File: config.mk
export PLATFORM = sky130hd
export DESIGN_NAME = serial_adder_n
export DESIGN_NICKNAME = d
export VERILOG_FILES = /design/src/rtl/serial_adder_n.sv
export SDC_FILE = /design/constraint.sdc
export NUM_CORES = 1
export LEC_CHECK = 0
export ABC_AREA = 1
export BUFFER_PORTS_ARGS = -buffer_cell sky130_fd_sc_hd__buf_2
export CELL_PAD_IN_SITES_DETAIL_PLACEMENT = 1
export CELL_PAD_IN_SITES_GLOBAL_PLACEMENT = 1
export CORE_MARGIN = 2
export CORE_UTILIZATION = 30
export CTS_CLUSTER_SIZE = 10
export DETAILED_ROUTE_END_ITERATION = 10
export PLACE_DENSITY = 0.61
export SLEW_MARGIN = 20
export SYNTH_ARGS = -nofsm -noshare
export SYNTH_HDL_FRONTEND = slang
export SYNTH_SLANG_ARGS = --single-unit
File: constraint.sdc
create_clock -name clk -period 1.4 [get_ports clk]
set_clock_uncertainty 0.05 [all_clocks]
set_input_delay 0.21 -clock clk [delete_from_list [all_inputs] [get_ports clk]]
set_output_delay 0.21 -clock clk [all_outputs]
set_load 0.02 [all_outputs]
File: src/rtl/serial_adder_n.sv
// Bit-serial adder/subtractor: one full-adder cell reused over WIDTH cycles,
// LSB first, with a registered carry. Result held in S/C between completions.
module serial_adder_n #(
    parameter int WIDTH = 8
) (
    input  logic             clk,
    input  logic             rst,
    input  logic             start,
    input  logic [WIDTH-1:0] A,
    input  logic [WIDTH-1:0] B,
    input  logic             Cin,
    input  logic             SUB,
    output logic             busy,
    output logic             done,
    output logic [WIDTH-1:0] S,
    output logic             C
);

    localparam int CW = (WIDTH > 1) ? $clog2(WIDTH) : 1;
    localparam logic [CW-1:0] LAST = CW'(WIDTH - 1);

    typedef enum logic [1:0] {IDLE, RUN, DONE} state_t;

    state_t           state_q, state_d;
    logic [WIDTH-1:0] a_q, a_d, b_q, b_d, acc_q, acc_d, s_q, s_d;
    logic [CW-1:0]    cnt_q, cnt_d;
    logic             cy_q, cy_d, c_q, c_d;

    logic             sum_bit, cout;
    logic [WIDTH-1:0] acc_shift;

    always_ff @(posedge clk) begin
        if (rst) begin
            state_q <= IDLE;
            a_q     <= '0;
            b_q     <= '0;
            acc_q   <= '0;
            s_q     <= '0;
            cnt_q   <= '0;
            cy_q    <= 1'b0;
            c_q     <= 1'b0;
        end else begin
            state_q <= state_d;
            a_q     <= a_d;
            b_q     <= b_d;
            acc_q   <= acc_d;
            s_q     <= s_d;
            cnt_q   <= cnt_d;
            cy_q    <= cy_d;
            c_q     <= c_d;
        end
    end

    always_comb begin
        state_d   = state_q;
        a_d       = a_q;
        b_d       = b_q;
        acc_d     = acc_q;
        s_d       = s_q;
        cnt_d     = cnt_q;
        cy_d      = cy_q;
        c_d       = c_q;
        sum_bit   = a_q[0] ^ b_q[0] ^ cy_q;
        cout      = (a_q[0] & b_q[0]) | (cy_q & (a_q[0] ^ b_q[0]));
        // Sum bits enter at the top so the LSB reaches bit 0 after WIDTH shifts.
        acc_shift = acc_q >> 1;
        acc_shift[WIDTH-1] = sum_bit;

        case (state_q)
            IDLE, DONE: begin
                if (start) begin
                    state_d = RUN;
                    a_d     = A;
                    // Subtract is add of ~B with inverted borrow-in.
                    b_d     = B ^ {WIDTH{SUB}};
                    cy_d    = Cin ^ SUB;
                    cnt_d   = '0;
                    acc_d   = '0;
                end else begin
                    state_d = IDLE;
                end
            end
            RUN: begin
                a_d   = a_q >> 1;
                b_d   = b_q >> 1;
                cy_d  = cout;
                acc_d = acc_shift;
                cnt_d = cnt_q + CW'(1);
                if (cnt_q == LAST) begin
                    state_d = DONE;
                    s_d     = acc_shift;
                    c_d     = cout;
                end
            end
            default: state_d = IDLE;
        endcase
    end

    assign busy = (state_q == RUN);
    assign done = (state_q == DONE);
    assign S    = s_q;
    assign C    = c_q;

endmodule
==> run_results.csv <==
group,metric,value,unit
critical_path,crit_type,"reg2reg",
power,p_sw_share,26.1,%
placement,dp_cells,355,
placement,dp_hpwl,3.16,mm
critical_path,crit_required,1.55,ns
critical_path,end_kind,"flip-flop",
sta,maxSlewHeadroom,84.0,%
global_routing,grt_pass1_vias,1656,
route,postRouteAntennaNets,0,
global_routing,grt_start_max_net_pins,20,
sta,slew_violations,0,
placement,place_congestion,0.722,
synthesis,synth_top_family_by_area,"simple AND/OR/NAND/NOR gates",
sta,fin_crit,1.36,ns
finish,final-instance-count-excl-fill,368,
synthesis,synth_nets,271,
clocking,clk_pin_slew,0.09,ns
route,dr.first_iter.drc_count,48,
power,seqPwrFrac,47.1,%
power,cellLeakagePower,1.12,nW
sta,whs,0.127,ns
sta,hold_violations,0,
route,drt-total-wl,4.32,mm
worst_hold_path,hold_depth,3,
floorplanning,num_rows,27,
clocking,cts_sinks,38,
synthesis,ys_warn_count,0,
floorplanning,die_y,78.9,um
power,power_frac_comb,14.1,%
finish,area_growth,31.4,%
critical_path,rrSetupSlack,0.04,ns
sta,setup_violations,0,
route,routed_via_density,4.51,
synthesis,yosysSeqAreaShare,45.2,%
route,drtPass1Iterations,4,
synthesis,synthMuxAreaShare,0,%
critical_path,r2r_end,"S[3]$_SDFFE_PP0P_",
power,peakVddDrop,577,uV
power,power_frac_clock,38.8,%
clocking,htree_levels,2,
worst_hold_path,hp-class,"in2reg",
placement,pre_cts_ws,-0.0539,ns
synthesis,netlist_instances,247,
critical_path,critical_path_arrival,1.51,ns
synthesis,syn_avg_cell_area,6.82,sq um
sta,fin_ws,0.0364,ns
placement,numPortBuffers,31,
critical_path,path_max_fanout,4,
status,status,"finished clean",
synthesis,synth_xor_area_share,0.520,%
route,wl_per_cell,11.7,um
route,vias,1659,
finish,finish.instance_area,2210,sq um
flow_run,maxCapViolations,0,
synthesis,synth-seq-cells,38,
critical_path,rr_worst_depth,9,
synthesis,yosys.area_share.adder,2.67,%
floorplanning,die_area,6230,sq um
floorplanning,io_pins,32,
synthesis,synth_cell_types,20,
route,highest_layer,"met4",
route,drc,0,
finish,fin_nets,319,
route,met2_length,2.16,mm
floorplanning,core,5470,sq um
synthesis,synth_simple_gate_area_share,35.4,%
power,p_sw,0.639,mW
global_routing,grt_pass1_wl,7.52,mm
route,m1WireLength,1.95,mm
synthesis,synth_compound_area_share,6.54,%
global_routing,grt_usage,15.3,%
critical_path,r2r-start,"cnt_q[0]$_SDFFE_PP0P_",
sta,grt_setup_unrepaired,"true",
sta,timing.final.crit_share,97.4,%
clocking,cts-root-buf,"clkbuf_8",
worst_hold_path,worstHoldEndpoint,"a_q[7]$_SDFFE_PP0P_",
floorplanning,dieWidth,78.9,um
clocking,clock_latency,0.29,ns
clocking,cts_tree,"built",
power,power_density,1110,nW/um^2
critical_path,startpoint_type,"flip-flop",
global_routing,antenna_found_initial,0,
power,internal_power,1.81,mW
sta,tightest_slew,0.240,ns
finish,final_util,40.4,%
floorplanning,floorplan.initialDensity,30.8,%
route,wl_met3,151,um
finish,diodes,0,
worst_hold_path,min_from,"A[7]",
synthesis,syn-cell-area,1680,sq um
sta,max_freq,0.733,GHz
finish,drive_gt1_share,25.7,%
clocking,cts_buffers,5,
finish,fillers,744,
global_routing,gr-total-overflow,0,
placement,post_dp_cell_area,2020,sq um
clocking,cts.path.max_buffers,2,
timing repair:
item,in CTS,in global routing
cloned,0,1
gates resized for setup,5,13
setup buffers,0,4
pin swaps,1,1
setup endpoints to repair,10,10
hold buffers,0,0
state kept, by name, summed over array words and instances, names as in the netlist:
register / flops
state_q: 2
S: 8
C: 1
b_q: 8
a_q: 8
cy_q: 1
acc_q: 7
cnt_q: 3
power by group through the flow:
| stage | clock network (mW) | logic, mW | registers (mW) |
|---|---|---|---|
| final | 0.952 | 0.347 | 1.15 |
| after global placement | 0 | 0.331 | 1.18 |
| after detailed placement | 0 | 0.336 | 1.18 |
| after global routing | 1.03 | 0.396 | 1.16 |
| after CTS | 0.982 | 0.341 | 1.15 |
| after floorplan | 0 | 0.194 | 1.17 |
cells in the mapped netlist, drive strengths merged:
| cell | count | area (sq um) |
|---|---|---|
| xor2 | 1 | 8.76 |
| buf | 5 | 31.3 |
| fa | 1 | 20.0 |
| inv | 30 | 113 |
| o21ai | 2 | 10.0 |
| ha | 2 | 25.0 |
| nor2 | 6 | 35.0 |
| a21oi | 20 | 100 |
| dfxtp | 38 | 761 |
| nand2 | 107 | 412 |
| nand3 | 30 | 150 |
| clkbuf | 3 | 11.3 |
| clkinv | 2 | 7.51 |
logic make-up (layout without fill, tap and decap cells):
kind of cell / Yosys count / in the layout
xor+xnor: 1 / 1
flops: 38 / 38
compound gates: 22 / 22
fa+ha+maj: 3 / 3
buf+inv: 40 / 89
simple gates: 143 / 143
per-layer routing:
layer	up-vias	global-route usage, %
li1	854	-
met1	779	18.3
met2	20	27.0
met3	6	4.09
met4	0	4.14
met5	-	0
cell type report:
cell class | instances | area, sq um | share of cell area (%)
flip-flops and latches | 38 | 767 | 34.7
repair buffers | 48 | 327 | 14.8
multi-input cells | 169 | 783 | 35.4
inverters | 32 | 128 | 5.77
clock buffers | 5 | 68.8 | 3.11
repair inverters | 1 | 5.00 | 0.226
clock inverters | 3 | 45.0 | 2.04
well taps | 72 | 90.1 | 4.07
critical path, stage by stage, from the launching register on:
cell,delay (ns)
dfxtp_2,0.33
ha_2,0.18
ha_2,0.17
inv_2,0.07
nor2_4,0.05
buf_4,0.14
nand2_4,0.07
clkinv_2,0.09
nand2_1,0.07
nand2_1,0.05
worst max path at each step:
| stage | startpoint | endpoint | depth (start not counted) |
|---|---|---|---|
| floorplan | cnt_q[0]$_SDFFE_PP0P_ | S[0]$_SDFFE_PP0P_ | 7 |
| global placement | cnt_q[0]$_SDFFE_PP0P_ | S[0]$_SDFFE_PP0P_ | 7 |
| detailed placement | cnt_q[1]$_SDFFE_PP0P_ | S[0]$_SDFFE_PP0P_ | 7 |
| CTS | state_q[0]$_SDFFE_PP0P_ | busy | 4 |
| global route | cnt_q[0]$_SDFFE_PP0P_ | S[3]$_SDFFE_PP0P_ | 9 |
| finish | cnt_q[0]$_SDFFE_PP0P_ | S[3]$_SDFFE_PP0P_ | 9 |
placed cells by master, fill, tap and decap left out, types with 2 or more instances in the layout:
cell type	count
buf_12	3
nand2_4	2
a21oi_1	20
nor2_4	2
dfxtp_1	35
dfxtp_2	2
nor2_1	3
nand3_1	30
buf_2	30
inv_1	25
clkbuf_8	5
nand2_1	102
buf_4	14
inv_2	4
clkinvlp_4	2
nand2_2	3
ha_2	2
per-stage QoR:
stage                     total power, mW  setup TNS (ns)
after floorplan                      1.37               0
after global placement               1.51               0
after detailed placement             1.51          -0.269
after CTS                            2.48               0
after global routing                 2.59         -0.0641
final                                2.45               0
(Power assumes the default switching activity.)
